==> src/rtl/alu_seq_if.sv <==
// Handshake bundle for the alu_seq execution unit: operand/opcode request side
// and registered result side, each with valid/ready.
interface alu_seq_if #(
    parameter int XLEN = 32,
    parameter int OP_W = 8
) ();
    logic            i_flush;
    logic            i_valid;
    logic            o_ready;
    logic [OP_W-1:0] i_op;
    logic [XLEN-1:0] i_op_1;
    logic [XLEN-1:0] i_op_2;
    logic            o_valid;
    logic            i_ready;
    logic [XLEN-1:0] o_result;
    logic            o_div0;

    modport master (
        output i_flush, i_valid, i_op, i_op_1, i_op_2, i_ready,
        input  o_ready, o_valid, o_result, o_div0
    );

    modport slave (
        input  i_flush, i_valid, i_op, i_op_1, i_op_2, i_ready,
        output o_ready, o_valid, o_result, o_div0
    );
endinterface

==> src/rtl/alu_seq.sv <==
// RV32I/RV32M execution unit: single-cycle integer ops, 1-bit/cycle iterative
// multiply and restoring divide, registered result with valid/ready handshake.
module alu_seq #(
    parameter int XLEN = 32,
    parameter int OP_W = 8
) (
    input  logic      i_clk,
    input  logic      i_rst,
    alu_seq_if.slave  bus
);
    localparam int CNT_W = $clog2(XLEN);

    localparam logic [OP_W-1:0] ALU_ADD    = OP_W'(0);
    localparam logic [OP_W-1:0] ALU_SUB    = OP_W'(1);
    localparam logic [OP_W-1:0] ALU_SLL    = OP_W'(2);
    localparam logic [OP_W-1:0] ALU_SLT    = OP_W'(3);
    localparam logic [OP_W-1:0] ALU_SLTU   = OP_W'(4);
    localparam logic [OP_W-1:0] ALU_XOR    = OP_W'(5);
    localparam logic [OP_W-1:0] ALU_SRL    = OP_W'(6);
    localparam logic [OP_W-1:0] ALU_SRA    = OP_W'(7);
    localparam logic [OP_W-1:0] ALU_OR     = OP_W'(8);
    localparam logic [OP_W-1:0] ALU_AND    = OP_W'(9);
    localparam logic [OP_W-1:0] ALU_MUL    = OP_W'(10);
    localparam logic [OP_W-1:0] ALU_MULH   = OP_W'(11);
    localparam logic [OP_W-1:0] ALU_MULHSU = OP_W'(12);
    localparam logic [OP_W-1:0] ALU_MULHU  = OP_W'(13);
    localparam logic [OP_W-1:0] ALU_DIV    = OP_W'(14);
    localparam logic [OP_W-1:0] ALU_DIVU   = OP_W'(15);
    localparam logic [OP_W-1:0] ALU_REM    = OP_W'(16);
    localparam logic [OP_W-1:0] ALU_REMU   = OP_W'(17);

    typedef enum logic [1:0] {IDLE, MUL, DIV} state_t;

    state_t            state, state_nxt;
    logic [CNT_W-1:0]  cnt;
    logic [XLEN-1:0]   hi, lo, mcand;
    logic [OP_W-1:0]   op_q;
    logic              neg_q, neg_r;
    logic              vld_q, div0_q;
    logic [XLEN-1:0]   res_q;

    logic [XLEN-1:0]   a, b, mag_a, mag_b, simple_res;
    logic [OP_W-1:0]   op;
    logic              is_mul, is_div, b_zero, ovf, go_iter, a_sgn, b_sgn, simple_div0;
    logic              ready, accept;
    logic [CNT_W-1:0]  shamt;

    assign a      = bus.i_op_1;
    assign b      = bus.i_op_2;
    assign op     = bus.i_op;
    assign shamt  = b[CNT_W-1:0];
    assign ready  = !i_rst && (state == IDLE) && (!vld_q || bus.i_ready);
    assign accept = bus.i_valid && ready && !bus.i_flush;

    assign bus.o_ready  = ready;
    assign bus.o_valid  = vld_q;
    assign bus.o_result = res_q;
    assign bus.o_div0   = div0_q;

    // Decode; divide-by-zero and signed overflow are resolved here without iterating.
    always_comb begin
        is_mul  = (op == ALU_MUL) || (op == ALU_MULH) || (op == ALU_MULHSU) || (op == ALU_MULHU);
        is_div  = (op == ALU_DIV) || (op == ALU_DIVU) || (op == ALU_REM) || (op == ALU_REMU);
        b_zero  = (b == '0);
        ovf     = ((op == ALU_DIV) || (op == ALU_REM)) &&
                  (a == {1'b1, {(XLEN-1){1'b0}}}) && (b == '1);
        go_iter = is_mul || (is_div && !b_zero && !ovf);
        a_sgn   = a[XLEN-1] && ((op == ALU_MULH) || (op == ALU_MULHSU) ||
                                (op == ALU_DIV) || (op == ALU_REM));
        b_sgn   = b[XLEN-1] && ((op == ALU_MULH) || (op == ALU_DIV) || (op == ALU_REM));
        mag_a   = a_sgn ? -a : a;
        mag_b   = b_sgn ? -b : b;
        simple_div0 = is_div && b_zero;
        case (op)
            ALU_ADD:  simple_res = a + b;
            ALU_SUB:  simple_res = a - b;
            ALU_SLL:  simple_res = a << shamt;
            ALU_SLT:  simple_res = {{(XLEN-1){1'b0}}, ($signed(a) < $signed(b))};
            ALU_SLTU: simple_res = {{(XLEN-1){1'b0}}, (a < b)};
            ALU_XOR:  simple_res = a ^ b;
            ALU_SRL:  simple_res = a >> shamt;
            ALU_SRA:  simple_res = $signed(a) >>> shamt;
            ALU_OR:   simple_res = a | b;
            ALU_AND:  simple_res = a & b;
            ALU_DIV, ALU_DIVU: simple_res = b_zero ? '1 : a;
            ALU_REM, ALU_REMU: simple_res = b_zero ? a : '0;
            default:  simple_res = '0;
        endcase
    end

    // One shift-add (mul) or restore-subtract (div) step, and the sign-fixed final result.
    logic [XLEN:0]     sum, sh, diff;
    logic [XLEN-1:0]   step_hi, step_lo, fin;
    logic [2*XLEN-1:0] prod, prod_fix;

    always_comb begin
        sum     = {1'b0, hi} + (lo[0] ? {1'b0, mcand} : '0);
        sh      = {hi, lo[XLEN-1]};
        diff    = sh - {1'b0, mcand};
        step_hi = hi;
        step_lo = lo;
        if (state == MUL) begin
            step_hi = sum[XLEN:1];
            step_lo = {sum[0], lo[XLEN-1:1]};
        end else if (state == DIV) begin
            if (!diff[XLEN]) begin
                step_hi = diff[XLEN-1:0];
                step_lo = {lo[XLEN-2:0], 1'b1};
            end else begin
                step_hi = sh[XLEN-1:0];
                step_lo = {lo[XLEN-2:0], 1'b0};
            end
        end
        prod     = {step_hi, step_lo};
        prod_fix = neg_q ? -prod : prod;
        case (op_q)
            ALU_MUL:                         fin = prod_fix[XLEN-1:0];
            ALU_MULH, ALU_MULHSU, ALU_MULHU: fin = prod_fix[2*XLEN-1:XLEN];
            ALU_DIV, ALU_DIVU:               fin = neg_q ? -step_lo : step_lo;
            ALU_REM, ALU_REMU:               fin = neg_r ? -step_hi : step_hi;
            default:                         fin = '0;
        endcase
    end

    always_comb begin
        state_nxt = state;
        if (bus.i_flush) begin
            state_nxt = IDLE;
        end else begin
            case (state)
                IDLE:     if (accept && go_iter) state_nxt = is_mul ? MUL : DIV;
                MUL, DIV: if (cnt == '0) state_nxt = IDLE;
                default:  state_nxt = IDLE;
            endcase
        end
    end

    always_ff @(posedge i_clk) begin
        if (i_rst) state <= IDLE;
        else       state <= state_nxt;
    end

    always_ff @(posedge i_clk) begin
        if (i_rst) begin
            cnt    <= '0;
            hi     <= '0;
            lo     <= '0;
            mcand  <= '0;
            op_q   <= '0;
            neg_q  <= 1'b0;
            neg_r  <= 1'b0;
            vld_q  <= 1'b0;
            res_q  <= '0;
            div0_q <= 1'b0;
        end else if (bus.i_flush) begin
            cnt   <= '0;
            vld_q <= 1'b0;
        end else begin
            if (vld_q && bus.i_ready) vld_q <= 1'b0;
            case (state)
                IDLE: if (accept) begin
                    if (go_iter) begin
                        cnt   <= CNT_W'(XLEN-1);
                        hi    <= '0;
                        lo    <= is_mul ? mag_b : mag_a;
                        mcand <= is_mul ? mag_a : mag_b;
                        op_q  <= op;
                        neg_q <= a_sgn ^ b_sgn;
                        neg_r <= a_sgn;
                    end else begin
                        vld_q  <= 1'b1;
                        res_q  <= simple_res;
                        div0_q <= simple_div0;
                    end
                end
                MUL, DIV: begin
                    hi  <= step_hi;
                    lo  <= step_lo;
                    cnt <= cnt - CNT_W'(1);
                    // Last step: result goes straight to the output register.
                    if (cnt == '0) begin
                        vld_q  <= 1'b1;
                        res_q  <= fin;
                        div0_q <= 1'b0;
                    end
                end
                default: ;
            endcase
        end
    end
endmodule

==> src/flat_wrapper.sv <==
// flat-port wrapper written by rule: the top's interface ports become plain ports
module alu_seq_flat 
#(
    parameter int XLEN = 32,
    parameter int OP_W = 8
)
  (i_clk, i_rst, bus_i_flush, bus_i_valid, bus_i_op, bus_i_op_1, bus_i_op_2, bus_i_ready, bus_o_ready, bus_o_valid, bus_o_result, bus_o_div0);
  alu_seq_if #(.XLEN(XLEN), .OP_W(OP_W)) bus_i ();
  input  logic i_clk;
  input  logic i_rst;
  input wire logic [$bits(bus_i.i_flush)-1:0] bus_i_flush;
  input wire logic [$bits(bus_i.i_valid)-1:0] bus_i_valid;
  input wire logic [$bits(bus_i.i_op)-1:0] bus_i_op;
  input wire logic [$bits(bus_i.i_op_1)-1:0] bus_i_op_1;
  input wire logic [$bits(bus_i.i_op_2)-1:0] bus_i_op_2;
  input wire logic [$bits(bus_i.i_ready)-1:0] bus_i_ready;
  output wire logic [$bits(bus_i.o_ready)-1:0] bus_o_ready;
  output wire logic [$bits(bus_i.o_valid)-1:0] bus_o_valid;
  output wire logic [$bits(bus_i.o_result)-1:0] bus_o_result;
  output wire logic [$bits(bus_i.o_div0)-1:0] bus_o_div0;
  assign bus_i.i_flush = bus_i_flush;
  assign bus_i.i_valid = bus_i_valid;
  assign bus_i.i_op = bus_i_op;
  assign bus_i.i_op_1 = bus_i_op_1;
  assign bus_i.i_op_2 = bus_i_op_2;
  assign bus_i.i_ready = bus_i_ready;
  assign bus_o_ready = bus_i.o_ready;
  assign bus_o_valid = bus_i.o_valid;
  assign bus_o_result = bus_i.o_result;
  assign bus_o_div0 = bus_i.o_div0;
  alu_seq #(.XLEN(XLEN), .OP_W(OP_W)) u_core (.i_clk(i_clk), .i_rst(i_rst), .bus(bus_i));
endmodule
==> config.mk <==
export PLATFORM = sky130hd
export DESIGN_NAME = alu_seq_flat
export DESIGN_NICKNAME = d
export VERILOG_FILES = /design/src/rtl/alu_seq_if.sv /design/src/rtl/alu_seq.sv /design/src/flat_wrapper.sv
export SDC_FILE = /design/constraint.sdc
export NUM_CORES = 1
export LEC_CHECK = 0
export ABC_AREA = 1
export CAP_MARGIN = 25
export CELL_PAD_IN_SITES_DETAIL_PLACEMENT = 1
export CELL_PAD_IN_SITES_GLOBAL_PLACEMENT = 2
export CORE_MARGIN = 1.5
export CORE_UTILIZATION = 35
export CTS_BUF_LIST = sky130_fd_sc_hd__clkbuf_16
export DETAILED_ROUTE_END_ITERATION = 16
export MAX_ROUTING_LAYER = met4
export PLACE_DENSITY = 0.9
export SLEW_MARGIN = 15
export SYNTH_ARGS = -nofsm -noshare
export SYNTH_HDL_FRONTEND = slang
export SYNTH_SLANG_ARGS = --single-unit
==> constraint.sdc <==
create_clock -name i_clk -period 7.2 [get_ports i_clk]
set_input_delay 0.72 -clock i_clk [delete_from_list [all_inputs] [get_ports i_clk]]
set_output_delay 0.72 -clock i_clk [all_outputs]
set_load 0.05 [all_outputs]
==> flow_summary.ini, run 1 <==
[yosys]
synth.top_cells.by_area = nand2_1 (18%), dfxtp_1 (11%), a21oi_1 (9.3%), inv_1 (8.8%), ha_1 (8.1%)
yosysTopAreaCell = nand2_1
netlist_instances = 4876
synth-seq-cells = 147
synthArstFlopShare = 0
synthDistinctLibCells = 72
synth_edf_count = 0
synth_nets = 5128
syn_area_um2 = 26440
syn_area_per_cell_um2 = 5.422
ys_seq_area_frac = 0.1113
synth.most_common_cell = nand2_1
synth_common_cells = nand2_1 (1300), inv_1 (619), a21oi_1 (493)
synthFlopType = dfxtp_1
yosysWarningCount = 0
synth_top_area_share = 0.1846

[clock_tree]
cts_resized = 0
numCtsBuffers = 17
ctsHoldBuffers = 0
cts_tree = yes
cts-htree-levels = 4
clock_latency_ps = 490
clockRootBuffer = clkbuf_16
cts_buffer_depth = 2
clkSinkCount = 147
clk_pin_slew_worst_paths_ps = 80
post_cts_buffers = 0

[placed_design]
place_ws_ps = 1348
numPortBuffers = 111
dp_hpwl_um = 128500
globalplace.congestion = 1.054

[critical_path]
r2r_slack_ps = 1310
worstSetupPathType = reg2reg
critPathSlowestCell = dfxtp_1
worstPathRequired_ps = 7610
critPathCaptureType = flop
arrival_ps = 6300
cp_max_fo = 32
crit_path_start_kind = flop
r2r-end = u_core.bus.o_result[26]
crit_path_frequent_cell = nand2_2
slowest_delay_ps = 580
r2r_cells = 38
reg2reg_from = u_core.mcand[6]

[timing]
worst_slew_pin_slew_ps = 1096
hold_viol = 0
fin_ws_ps = 1313
rsz0062_at_grt = false
slew_violations = 0
max_freq_mhz = 169.9
skew_ps = 14.77
setup_tns_ps = 0
setup_violations = 0
period_needed_ps = 5887
finalCritPeriodShare = 0.8177
max-slew-margin-rel = 0.2504

[route]
antenna_left = 0
vias = 34890
drt_iter0_markers = 3541
drt-pass1-iter-count = 5
routed_via_density = 5.981
route.detailed.drc = 0
drt-total-wl_um = 158100
wire_per_inst_um = 27.11

[cells_and_area]
post_route_cells_drive_above_1_share = 0.05844
area_growth_pct = 9.461
fin_nets = 5099

[worst_hold_path]
min_to = u_core.op_q[6]
min_from = u_core.op_q[6]
holdCritPathClass = reg2reg
worstHoldPathCells = 2

[power]
cellLeakagePower_nw = 14.10
powerDensity_nw_per_um2 = 102.1
vdd_drop_max_uv = 172.2

[floorplan]
coreArea_um2 = 74570
dieHeight_um = 277.8
num_rows = 100
die_area_um2 = 77190
fp.dieW_um = 277.8
initial_core_util = 0.3545
ios = 112

[global_route]
grt_pass1_wl_um = 229800
first_global_vias = 34060
antenna_found_initial = 5
grt_max_degree = 72
overflow = 0
grt_usage = 0.4122

[outcome]
status = finished, final reports clean

[job]
cap_violations = 0
how the worst max path moves through the flow:
stage	cells past startpoint	slack (ps)	start	end
floorplan	26	2940	bus_i_op_2[1]	u_core.lo[20]
global placement	22	1630	bus_i_op_1[0]	u_core.hi[31]
detailed placement	22	1350	bus_i_op_1[0]	u_core.hi[23]
CTS	38	1570	u_core.mcand[6]	u_core.bus.o_result[26]
global route	37	1050	u_core.mcand[4]	u_core.bus.o_result[26]
finish	38	1310	u_core.mcand[6]	u_core.bus.o_result[26]
routing by layer:
layer  part of all wire  global-route usage  wire (um)  up-vias
met2               0.45              0.6410      70510     1492
met1               0.41              0.4971      64310    16880
met5                  0                   -          0        -
met4              0.074              0.2627      11780        0
li1                   -                   -          -    16070
met3              0.073             0.06224      11530      443
placed cells by master (no fill, tap or decap), types with 7 or more instances in the layout:
| cell | count |
|---|---|
| a2111oi_0 | 8 |
| a211oi_1 | 23 |
| a21o_1 | 15 |
| a21oi_1 | 493 |
| a21oi_2 | 9 |
| a221oi_1 | 9 |
| a31oi_1 | 35 |
| buf_4 | 86 |
| clkbuf_16 | 17 |
| clkdlybuf4s50_1 | 106 |
| dfxtp_1 | 145 |
| ha_1 | 169 |
| inv_1 | 616 |
| inv_2 | 14 |
| mux2i_1 | 9 |
| nand2_1 | 1299 |
| nand2_2 | 46 |
| nand2_4 | 8 |
| nand3_1 | 388 |
| nand3b_1 | 18 |
| nand4_1 | 47 |
| nor2_1 | 405 |
| nor2_2 | 21 |
| nor3_1 | 54 |
| nor4_1 | 17 |
| o2111ai_1 | 14 |
| o211ai_1 | 66 |
| o21a_1 | 13 |
| o21ai_0 | 417 |
| o21ai_1 | 19 |
| o21ai_2 | 7 |
| o221ai_1 | 22 |
| o22ai_1 | 28 |
| or2_2 | 29 |
| xnor2_1 | 15 |
| xor2_1 | 72 |
registers in the layout, summed over array words and instances, names as in the netlist, 2 cells and up:
name,flops
u_core.cnt,5
u_core.op_q,8
u_core.mcand,32
u_core.state,2
u_core.hi,32
u_core.bus.o_result,32
u_core.lo,32
critical path, delay by kind of cell (launching register included):
| kind | cells | cell delay (ps) |
|---|---|---|
| AND/OR/NAND/NOR | 28 | 3450 |
| AO/OA/AOI/OAI | 3 | 620 |
| flip-flops | 1 | 580 |
| adder cells (fa/ha/maj) | 2 | 560 |
| buffers and inverters | 5 | 550 |
where the power goes:
| part | switching, mW | internal, mW |
|---|---|---|
| sequential | 0.00932 | 0.822 |
| clock | 0.485 | 0.529 |
| combinational | 0.811 | 0.298 |
layout make-up:
type / instances / area (um^2)
sequential: 147 / 2945
inverter: 638 / 2397
multi-input combinational: 3847 / 20030
clock buffer: 17 / 425.4
timing repair buffer: 196 / 1727
tap: 969 / 1212
clock inverter: 15 / 190.2
fill: 10510 / 45640
antenna: 4 / 10.01
metrics by stage:
step / area [um^2] / power, mW / hold WS (ps) / cells / utilization
3_5_place_dp: 28310 / 1.921 / 434.4 / 5797 / 0.3796
2_1_floorplan: 26440 / 1.500 / 419.0 / 4876 / -
3_3_place_gp: 28310 / 1.916 / 427.2 / 5797 / 0.3796
4_1_cts: 28930 / 2.928 / 445.6 / 5829 / 0.3879
6_report: 28940 / 2.954 / 441.5 / 5833 / 0.3880
5_1_grt: 28940 / 3.072 / 456.5 / 5833 / 0.3880
logic make-up (layout without fill, tap and decap cells):
kind of cell,Yosys count,after routing,synth area share
AO/OA/AOI/OAI,1212,1212,0.2581
XOR/XNOR,87,87,0.02882
AND/OR/NAND/NOR,2364,2364,0.3829
multiplexers,9,9,0.003408
flip-flops,147,147,0.1113
buffers and inverters,882,866,0.1314
adder cells (fa/ha/maj),175,175,0.08396
other,0,4,0
Power figures use the tool's default switching activity.
==> inputs of run 2 (changes only) <==
- CORE_UTILIZATION: 35 -> 30
- PLACE_DENSITY: 0.9 -> 0.82
- clock period: 7.2 -> 5.2 ns (I/O delays scaled with it)
==> flow_summary.ini, run 2 (synthesized netlist as in run 1, its figures left out) <==
[outcome]
status = finished, final reports clean

[floorplan]
fp.dieW_um = 299.8
num_rows = 108
die_area_um2 = 89910
dieHeight_um = 299.8
ios = 112
coreArea_um2 = 87020
initial_core_util = 0.3038

[job]
cap_violations = 0

[placed_design]
dp_hpwl_um = 135300
place_ws_ps = 11.37
globalplace.congestion = 1.037
numPortBuffers = 111

[critical_path]
crit_start = u_core.mcand[6]
endpoint = u_core.bus.o_result[26]
r2r_cells = 38
slowest_delay_ps = 490
r2r-end = u_core.bus.o_result[26]
critPathBufInv = 5
cp_max_fo = 8
worstPathRequired_ps = 5660
arrival_ps = 5420
reg2reg_from = u_core.mcand[6]
r2r_slack_ps = 250
cp_top_family = simple AND/OR/NAND/NOR gates
crit_path_frequent_cell = nand2_2
crit_cells = 38
critPathCaptureType = flop
worstSetupPathType = reg2reg
critPathSlowestCell = dfxtp_1
crit_path_start_kind = flop

[route]
route.detailed.drc = 0
drt-pass1-iter-count = 5
drt-total-wl_um = 163600
drt_iter0_markers = 3760
vias = 35300
antenna_left = 0
routed_via_density = 5.726
wire_per_inst_um = 26.54

[cells_and_area]
postLayoutCoreUtil = 0.3501
final_cell_mix = nand2_1 (1293), inv_1 (615), a21oi_1 (490)
area_growth_pct = 15.26
fin_nets = 5246
mostFrequentLayoutCell = nand2_1
post_route_cells_drive_above_1_share = 0.09207
nFillCells = 11980

[clock_tree]
cts_tree = yes
numCtsBuffers = 17
clockRootBuffer = clkbuf_16
clock_latency_ps = 520
clk_pin_slew_worst_paths_ps = 90
cts-htree-levels = 4
clkSinkCount = 147
cts_buffer_depth = 2

[power]
vdd_drop_max_uv = 275.8
powerDensity_nw_per_um2 = 138.3
cellLeakagePower_nw = 14.88
power_mw = 4.215

[global_route]
grt_usage = 0.3673
grt_pass1_wl_um = 237900
first_global_vias = 34170
antenna_found_initial = 6
grt_max_degree = 73
overflow = 0

[worst_hold_path]
holdCritPathClass = in2reg

[timing]
setup_tns_ps = 0
setup_violations = 0
hold-worst-slack_ps = 435.2
max-slew-margin-rel = 0.2740
skew_ps = 16.97
fin_ws_ps = 249.0
hold_viol = 0
worst_slew_pin_slew_ps = 1082
max_freq_mhz = 202.0
finalCritPeriodShare = 0.9521
period_needed_ps = 4951
slew_violations = 0
## run 2: cell count changes in the layout (fill, tap and decap cells not counted), sizes merged
cell / change
buf: +146
clkdlybuf4s15: +1
inv: +2
clkinv: -1
clkinvlp: -1
diode: -1
## run 2: metal layers
| layer | vias to the layer above | GRT usage | part of all wire |
|---|---|---|---|
| li1 | 16350 | - | - |
| met1 | 17310 | 0.5023 | 0.46 |
| met2 | 1405 | 0.5505 | 0.43 |
| met3 | 233 | 0.04169 | 0.070 |
| met4 | 0 | 0.1403 | 0.042 |
| met5 | - | - | 0 |
## run 2: worst min path at each step
stage	from	endpoint	slack, ps	cells past startpoint
after CTS	bus_i_op_2[0]	u_core.mcand[0]	420	3
final	bus_i_op_2[0]	u_core.mcand[0]	440	3
after global placement	u_core.op_q[7]	u_core.op_q[7]	430	2
after global routing	bus_i_op_2[0]	u_core.mcand[0]	440	3
after detailed placement	u_core.op_q[7]	u_core.op_q[7]	440	2
after floorplan	u_core.op_q[7]	u_core.op_q[7]	420	2
## run 2: power by group
part	switching (mW)	internal [mW]	total (mW)
clock	0.684	0.728	1.41
combinational	1.18	0.478	1.65
sequential	0.0111	1.14	1.15
total	1.87	2.34	4.21
## run 2: worst register-to-register path: cells and delay by family (launching register included)
| kind | cells | cell delay (ps) |
|---|---|---|
| flops | 1 | 490 |
| fa+ha+maj | 2 | 560 |
| buf+inv | 5 | 400 |
| compound gates | 3 | 490 |
| simple gates | 28 | 2990 |
## run 2: timing repair
action / 4_1_cts / 5_1_grt
setup endpoints to repair: 0 / 22
gates resized for setup: 0 / 42
hold buffers: 0 / 0
setup buffers: 0 / 5
## run 2: layout make-up
cell class | instances | area (um^2) | share of cell area
timing repair buffer | 343 | 2900 | 0.09519
antenna | 3 | 7.507 | 0.0002464
multi-input combinational | 3847 | 20150 | 0.6613
inverter | 638 | 2401 | 0.07880
tap | 1155 | 1445 | 0.04743
clock buffer | 17 | 425.4 | 0.01396
clock inverter | 15 | 186.4 | 0.006119
sequential | 147 | 2954 | 0.09695
## run 2: through the flow
stage | instance area (um^2) | std cells
2_1_floorplan | 26440 | 4876
3_3_place_gp | 29660 | 6124
3_5_place_dp | 29680 | 6125
5_1_grt | 30470 | 6165
6_report | 30470 | 6165
4_1_cts | 30290 | 6157
